## src/rtl/plazer_master_0_b2p_if.sv

```systemverilog
// Avalon-ST byte-in / packet-out bundle for the PLazeR master bytes-to-packets decoder.
// master: the decoder side; slave: the host transport and downstream adapter side.
interface plazer_master_0_b2p_if #(
  parameter int CHANNEL_WIDTH = 8
);
  logic                     in_ready;
  logic                     in_valid;
  logic [7:0]               in_data;
  logic                     out_ready;
  logic                     out_valid;
  logic [7:0]               out_data;
  logic [CHANNEL_WIDTH-1:0] out_channel;
  logic                     out_startofpacket;
  logic                     out_endofpacket;

  modport master (
    output in_ready,
    input  in_valid,
    input  in_data,
    input  out_ready,
    output out_valid,
    output out_data,
    output out_channel,
    output out_startofpacket,
    output out_endofpacket
  );

  modport slave (
    input  in_ready,
    output in_valid,
    output in_data,
    output out_ready,
    input  out_valid,
    input  out_data,
    input  out_channel,
    input  out_startofpacket,
    input  out_endofpacket
  );
endinterface

```

## src/rtl/plazer_master_0_b2p.sv

```systemverilog
// Bytes-to-packets decoder: strips SOP/EOP/CHAN/ESC control characters from the host
// byte stream and emits registered Avalon-ST beats carrying data, channel and framing.
module plazer_master_0_b2p #(
  parameter int CHANNEL_WIDTH = 8
) (
  input  logic                  clk,
  input  logic                  reset_n,
  plazer_master_0_b2p_if.master bus
);

  localparam logic [7:0] SOP_CHAR  = 8'h7A;
  localparam logic [7:0] EOP_CHAR  = 8'h7B;
  localparam logic [7:0] CHAN_CHAR = 8'h7C;
  localparam logic [7:0] ESC_CHAR  = 8'h7D;
  localparam logic [7:0] ESC_XOR   = 8'h20;

  logic                     sop_flag, sop_nxt;
  logic                     eop_flag, eop_nxt;
  logic                     chan_flag, chan_nxt;
  logic                     esc_flag, esc_nxt;
  logic [CHANNEL_WIDTH-1:0] channel_reg, channel_nxt;

  logic                     out_valid_r;
  logic [7:0]               out_data_r;
  logic [CHANNEL_WIDTH-1:0] out_channel_r;
  logic                     out_sop_r;
  logic                     out_eop_r;

  logic                     accept;
  logic                     is_data;
  logic                     load;
  logic [7:0]               value;

  assign bus.in_ready          = !out_valid_r || bus.out_ready;
  assign accept                = bus.in_valid && bus.in_ready;

  assign bus.out_valid         = out_valid_r;
  assign bus.out_data          = out_data_r;
  assign bus.out_channel       = out_channel_r;
  assign bus.out_startofpacket = out_sop_r;
  assign bus.out_endofpacket   = out_eop_r;

  // An escaped byte is always ordinary data, even when it decodes to a control value.
  always_comb begin
    sop_nxt     = sop_flag;
    eop_nxt     = eop_flag;
    chan_nxt    = chan_flag;
    esc_nxt     = esc_flag;
    channel_nxt = channel_reg;
    value       = bus.in_data;
    is_data     = 1'b0;
    load        = 1'b0;

    if (accept) begin
      if (esc_flag) begin
        value   = bus.in_data ^ ESC_XOR;
        esc_nxt = 1'b0;
        is_data = 1'b1;
      end else begin
        case (bus.in_data)
          SOP_CHAR:  sop_nxt  = 1'b1;
          EOP_CHAR:  eop_nxt  = 1'b1;
          CHAN_CHAR: chan_nxt = 1'b1;
          ESC_CHAR:  esc_nxt  = 1'b1;
          default:   is_data  = 1'b1;
        endcase
      end
    end

    if (is_data) begin
      if (chan_flag) begin
        channel_nxt = CHANNEL_WIDTH'(value);
        chan_nxt    = 1'b0;
      end else begin
        load    = 1'b1;
        sop_nxt = 1'b0;
        eop_nxt = 1'b0;
      end
    end
  end

  always_ff @(posedge clk or negedge reset_n) begin
    if (!reset_n) begin
      sop_flag    <= 1'b0;
      eop_flag    <= 1'b0;
      chan_flag   <= 1'b0;
      esc_flag    <= 1'b0;
      channel_reg <= '0;
    end else begin
      sop_flag    <= sop_nxt;
      eop_flag    <= eop_nxt;
      chan_flag   <= chan_nxt;
      esc_flag    <= esc_nxt;
      channel_reg <= channel_nxt;
    end
  end

  // A transfer and a new load in the same cycle simply reload, so there is no bubble.
  always_ff @(posedge clk or negedge reset_n) begin
    if (!reset_n) begin
      out_valid_r   <= 1'b0;
      out_data_r    <= '0;
      out_channel_r <= '0;
      out_sop_r     <= 1'b0;
      out_eop_r     <= 1'b0;
    end else if (load) begin
      out_valid_r   <= 1'b1;
      out_data_r    <= value;
      out_channel_r <= channel_reg;
      out_sop_r     <= sop_flag;
      out_eop_r     <= eop_flag;
    end else if (bus.out_ready) begin
      out_valid_r   <= 1'b0;
    end
  end

endmodule

```

## src/flat_wrapper.sv

```systemverilog
// flat-port wrapper written by rule: the top's interface ports become plain ports
module plazer_master_0_b2p_flat 
#(
  parameter int CHANNEL_WIDTH = 8
)
  (clk, reset_n, bus_in_ready, bus_in_valid, bus_in_data, bus_out_ready, bus_out_valid, bus_out_data, bus_out_channel, bus_out_startofpacket, bus_out_endofpacket);
  plazer_master_0_b2p_if #(.CHANNEL_WIDTH(CHANNEL_WIDTH)) bus_i ();
  input  logic clk;
  input  logic reset_n;
  output wire logic [$bits(bus_i.in_ready)-1:0] bus_in_ready;
  input wire logic [$bits(bus_i.in_valid)-1:0] bus_in_valid;
  input wire logic [$bits(bus_i.in_data)-1:0] bus_in_data;
  input wire logic [$bits(bus_i.out_ready)-1:0] bus_out_ready;
  output wire logic [$bits(bus_i.out_valid)-1:0] bus_out_valid;
  output wire logic [$bits(bus_i.out_data)-1:0] bus_out_data;
  output wire logic [$bits(bus_i.out_channel)-1:0] bus_out_channel;
  output wire logic [$bits(bus_i.out_startofpacket)-1:0] bus_out_startofpacket;
  output wire logic [$bits(bus_i.out_endofpacket)-1:0] bus_out_endofpacket;
  assign bus_in_ready = bus_i.in_ready;
  assign bus_i.in_valid = bus_in_valid;
  assign bus_i.in_data = bus_in_data;
  assign bus_i.out_ready = bus_out_ready;
  assign bus_out_valid = bus_i.out_valid;
  assign bus_out_data = bus_i.out_data;
  assign bus_out_channel = bus_i.out_channel;
  assign bus_out_startofpacket = bus_i.out_startofpacket;
  assign bus_out_endofpacket = bus_i.out_endofpacket;
  plazer_master_0_b2p #(.CHANNEL_WIDTH(CHANNEL_WIDTH)) u_core (.clk(clk), .reset_n(reset_n), .bus(bus_i));
endmodule
```

## config.mk

```make
export PLATFORM = sky130hd
export DESIGN_NAME = plazer_master_0_b2p_flat
export DESIGN_NICKNAME = d
export VERILOG_FILES = /design/src/rtl/plazer_master_0_b2p_if.sv /design/src/rtl/plazer_master_0_b2p.sv /design/src/flat_wrapper.sv
export SDC_FILE = /design/constraint.sdc
export NUM_CORES = 1
export LEC_CHECK = 0
export ABC_AREA = 1
export BUFFER_PORTS_ARGS = -buffer_cell sky130_fd_sc_hd__buf_4
export CAP_MARGIN = 20
export CORE_UTILIZATION = 50
export CTS_CLUSTER_DIAMETER = 60
export DETAILED_ROUTE_END_ITERATION = 10
export GPL_TIMING_DRIVEN = 0
export PLACE_DENSITY = 0.75
export SLEW_MARGIN = 20
export SYNTH_ARGS = -nofsm -noshare
export SYNTH_HDL_FRONTEND = slang
export SYNTH_SLANG_ARGS = --single-unit
```

## constraint.sdc

```tcl
create_clock -name clk -period 2.5 [get_ports clk]
set_input_delay 0.5 -clock clk [delete_from_list [all_inputs] [get_ports clk]]
set_output_delay 0.5 -clock clk [all_outputs]
set_load 0.02 [all_outputs]
```

After elaboration in Yosys (flattened, before gate mapping)
Cells that the tools add are included.
{"block": "totals", "ff_bits": 31, "latch_bits": 0, "ramBits": 0, "rom_bits": 0, "in_bits": 12, "output_inout_bits": 20, "word_cells": 47, "memories": 0}
{"block": "classes", "n_addsub": 0, "mul": 0, "div_mod_pow": 0, "n_lt_le_gt_ge": 0, "n_eq_ne": 4, "n_shift": 0, "mux": 26, "bitwise_logic": 1, "reduce_logical": 6}
{"op": "$eq A8 B7 Y1 const B", "n": 4}
{"op": "$mux W1", "n": 24}
{"op": "$mux W6", "n": 2}
{"op": "$reduce_or A4 Y1", "n": 1}
{"op": "$reduce_and A2 Y1", "n": 1}
{"op": "$reduce_bool A2 Y1", "n": 1}
{"op": "$logic_and A1 B1 Y1", "n": 1}
{"op": "$logic_not A1 Y1", "n": 1}
{"op": "$logic_or A1 B1 Y1", "n": 1}
{"op": "$not A1 Y1", "n": 1}

Longest topological paths before layout
{"block": "depth", "word_depth": 7, "ltp_mapped": 10, "depth_no_buf": 9}

Worst setup path after synthesis
No wires, ideal clock.
{"block": "synth_timing", "kind": "input-to-reg", "startpoint": "input port bus_out_ready", "endpoint": "register u_core.out_channel_r[7] (netlist: u_core.bus.out_channel[7])", "setup_time_ns": 0.117, "arrival_ns": 1.513, "required_time_ns": 2.383, "setup_slack_ns": 0.870, "path_stages": 10, "path_buffers": 1, "path_cell_list": "inv_1 -> nand2_1 -> nand2_1 -> inv_1 -> nand3_1 -> o21bai_4 -> nand2_4 -> buf_6 -> nand2_1 -> nand2_1"}
{"block": "synth_via", "elab_chain_cells": 4}
{"item": "start: declaration", "line": "flat_wrapper.sv:13", "source": "input wire logic [$bits(bus_i.out_ready)-1:0] bus_out_ready;"}
{"item": "$logic_or A1 B1 Y1", "line": "plazer_master_0_b2p.sv:34", "source": "assign bus.in_ready = !out_valid_r || bus.out_ready;"}
{"item": "via bus_in_ready", "line": "flat_wrapper.sv:10", "source": "output wire logic [$bits(bus_i.in_ready)-1:0] bus_in_ready;"}
{"item": "$logic_and A1 B1 Y1", "line": "plazer_master_0_b2p.sv:35", "source": "assign accept = bus.in_valid && bus.in_ready;"}
{"item": "$mux W1", "line": "plazer_master_0_b2p.sv:54", "source": "if (accept) begin"}
{"item": "$mux W1", "line": "plazer_master_0_b2p.sv:70", "source": "if (is_data) begin"}
{"item": "end signal: assignment", "line": "plazer_master_0_b2p.sv:109", "source": "out_channel_r <= channel_reg;"}
{"item": "end: declaration", "line": "plazer_master_0_b2p.sv:25", "source": "logic [CHANNEL_WIDTH-1:0] out_channel_r;"}
The timed path passes the listed nets, and every way through them passes these cells.
A chain may end at the register's enable or synchronous reset.

Worst setup path in the final report
{"block": "layout_timing", "startpoint": "register u_core.out_valid_r (netlist: u_core.bus.out_valid)", "endpoint": "register u_core.out_data_r[3] (netlist: u_core.bus.out_data[3])"}
{"block": "layout_via", "elab_chain_cells": 5, "elab_cells_between_ends": 6, "classes_between": "mux (3); reduce/logical (3)"}
{"item": "start: declaration", "line": "plazer_master_0_b2p.sv:23", "source": "logic out_valid_r;"}
{"item": "start signal: assignment", "line": "plazer_master_0_b2p.sv:101", "source": "out_valid_r <= 1'b0;"}
{"item": "start signal: assignment", "line": "plazer_master_0_b2p.sv:107", "source": "out_valid_r <= 1'b1;"}
{"item": "start signal: assignment", "line": "plazer_master_0_b2p.sv:113", "source": "out_valid_r <= 1'b0;"}
{"item": "$logic_not A1 Y1 (*)", "line": "plazer_master_0_b2p.sv:34"}
{"item": "$logic_or A1 B1 Y1 (*)", "line": "plazer_master_0_b2p.sv:34"}
{"item": "$logic_and A1 B1 Y1 (*)", "line": "plazer_master_0_b2p.sv:35"}
{"item": "$mux W1", "line": "plazer_master_0_b2p.sv:54"}
{"item": "$mux W1", "line": "plazer_master_0_b2p.sv:70"}
{"item": "end signal: assignment", "line": "plazer_master_0_b2p.sv:108", "source": "out_data_r <= value;"}
{"item": "end: declaration", "line": "plazer_master_0_b2p.sv:24", "source": "logic [7:0] out_data_r;"}
Every way passes the cells marked *; elsewhere a longest branch is shown, timed or not.

==> results by group <==
Outcome
  – Outcome: finished clean

Power and ir drop
  – Leak: 0.969 nW
  – Pwr Density: 661 nW/um2
  – Worst VDD drop: 579 uV
  – Combinational Power Share: 20.7%
  – Internal: 0.799 mW
  – Net switching power: 0.330 mW
  – Sw Share: 29.2%
  – Clk pwr share: 29.6%
  – Power Total: 1.13 mW
  – Seq pwr share: 49.7%

STA
  – Post-route minimum period: 1.52 ns
  – Min Hold Slack: 0.0772 ns
  – Sum Neg Setup Slack: 0 ns
  – Period utilization: 60.8%
  – Setup-failing EPs final: 0
  – Final Hold Vio Count: 0
  – Fmax: 0.658 GHz
  – Slew margin rel.: 68.2%
  – Worst slew pin tran: 0.477 ns
  – Max Clock Skew: 0.00687 ns
  – Slew Viols, Final: 0
  – Unrepaired setup endpoints after global routing: false

Cells and area
  – Antenna Cells: 0
  – Fin cells: 228
  – Layout cell share with drive strength beyond 1: 24.2%
  – Area grow syn2layout: 24.8%
  – Nets: 209

Setup path
  – Slowest library cell on the worst path: dfrtp_1
  – Worst endpoint required time: 2.77 ns
  – Critical Path AT: 1.79 ns
  – Critical path class: flop to flop
  – Slowest stage delay, CP: 0.39 ns
  – WP buf/inv: 1
  – Crit path capture type: flop
  – Max FO, Critical Path: 10
  – Worst path top cell family by delay: simple AND/OR/NAND/NOR gates
  – Setup crit start kind: flop
  – Worst path cell trace: nand2_1, nand2_1, nor2_1, o21bai_4, buf_2, nand3_1, nand2_1
  – Crit path top cell by count: nand2_1

Clock network
  – Clock Tree Root: clkbuf_4
  – Clk_lat worst skew: 0.33 ns
  – CTS buffer count: 5
  – CTS clk-pin slew, worst paths: 0.09 ns
  – CTS Sinks: 31
  – CTS H-Tree Depth: 2
  – Clk buf depth: 2
  – Post-CTS sizing: 0
  – Postcts setup bufs: 0
  – TritonCTS clock tree: yes
  – Hold_buf cts: 0

Detailed routing
  – Routed Antenna Nets: 0
  – WL final: 2770 um
  – DR vias: 1164
  – Drc violations: 0
  – DR pass1 iterations: 4
  – Initial DRC Count: 29
  – Routed vias/inst: 5.11
  – Wirelength per Cell: 12.1 um

Global routing
  – Grt peak-use layer: met2
  – First-pass GRT wire length: 4610 um
  – Grt met2 use: 35.6%
  – Vias in the first global route: 1055
  – Met1 Usage GRT: 28.6%
  – Largest net degree at the start of global routing: 32
  – GRT overflow: 0
  – Grt met3 use: 8.33%
  – GR Util All Layers: 23.0%
  – Antenna violations before repair: 0

Yosys
  – Synth Instances: 159
  – Synthesized flop and latch total: 31
  – Cell area after synthesis: 1370 um2
  – Syn avg cell area: 8.60 um2
  – Register area share after synthesis: 56.7%
  – Post-Syn Nets: 171
  – Netlist cell types: 17
  – Yosys warns: 0

Place
  – GP Congestion: 0.815
  – Placed cell count: 220
  – IO Port Bufs: 31
  – Hpwl dp: 1970 um

Die
  – Ports: 32
  – Core area: 2520 um2
  – Die area: 2950 um2
  – DIE WIDTH: 54.3 um
  – Die span in y: 54.3 um
  – Site Rows: 18
  – Starting Density: 54.2%

Job
  – Maxcap violations: 0

Hold path
  – HP Class: primary input to asynchronous set/reset pin
==> path summary, 6_finish.rpt <==
check                                               start                         to  slack, ns  cells past startpoint
worst max-delay path                 u_core.bus.out_valid     u_core.bus.out_data[3]       0.98                      7
worst min-delay path                              reset_n     u_core.bus.out_data[6]       0.08                      1
worst max register to register       u_core.bus.out_valid     u_core.bus.out_data[3]       0.98                      7
worst min register to register  u_core.bus.out_channel[6]  u_core.bus.out_channel[6]       0.48                      2
max in group asynchronous                         reset_n     u_core.bus.out_data[2]       2.13                      1
min in group clk                           bus_in_data[7]      u_core.channel_reg[7]       0.41                      3
==> logic make-up after synthesis <==
kind of cell	synth area share [%]
simple gates	33.1
flops	56.7
buf+inv	5.67
compound gates	3.84
xor+xnor	0.641
==> cell type report <==
class / instances / area (um2)
repair buffers: 31 / 233
multi-input cells: 113 / 514
inverters: 8 / 30.0
clock buffers: 8 / 68.8
well taps: 30 / 37.5
plain buffers: 7 / 47.5
fillers: 231 / 816
flip-flops and latches: 31 / 776
==> cells in the final DEF (no fill, tap or decap) <==
cell / count
a31oi_1: 3
buf_4: 32
inv_2: 1
o21bai_4: 1
clkbuf_4: 5
buf_1: 2
buf_2: 2
nand2_4: 2
buf_6: 2
inv_1: 7
xor2_1: 1
clkbuf_1: 1
nor2_1: 6
clkbuf_8: 2
dfrtp_1: 31
nor3_1: 1
nand2_1: 67
a21oi_1: 3
nand3_1: 28
nor2_4: 1
==> Yosys cell counts <==
cell,instances,share of area (%)
nand2_1,67,18
dfrtp_1,31,57
nand3_1,28,10
inv_1,7,1.9
nor2_1,6,1.6
a21oi_1,3,1.1
a31oi_1,3,1.4
buf_1,2,0.55
buf_2,2,0.73
buf_6,2,1.6
nand2_4,2,1.6
buf_4,1,0.55
inv_2,1,0.27
nor2_4,1,0.82
nor3_1,1,0.37
o21bai_4,1,1.4
xor2_1,1,0.64
==> power groups by stage <==
stage | Clock [mW] | Combinational, mW | Sequential, mW
5_1_grt | 0.363 | 0.258 | 0.566
4_1_cts | 0.343 | 0.236 | 0.562
3_5_place_dp | 0 | 0.235 | 0.572
2_1_floorplan | 0 | 0.0909 | 0.610
6_report | 0.334 | 0.233 | 0.561
3_3_place_gp | 0 | 0.231 | 0.569
==> per-layer routing <==
metal	vias up	routed length, um
met4	0	53
met2	30	1320
li1	585	-
met3	5	163
met1	544	1230
met5	-	0
==> metrics by stage <==
step	worst slack (ns)	util [%]	cell area [um2]
floorplan	0.870	-	1370
global placement	0.800	64.9	1640
detailed placement	0.769	64.9	1640
CTS	0.980	67.7	1710
global route	0.797	67.7	1710
finish	0.980	67.7	1710
Power figures use the tool's default switching activity.
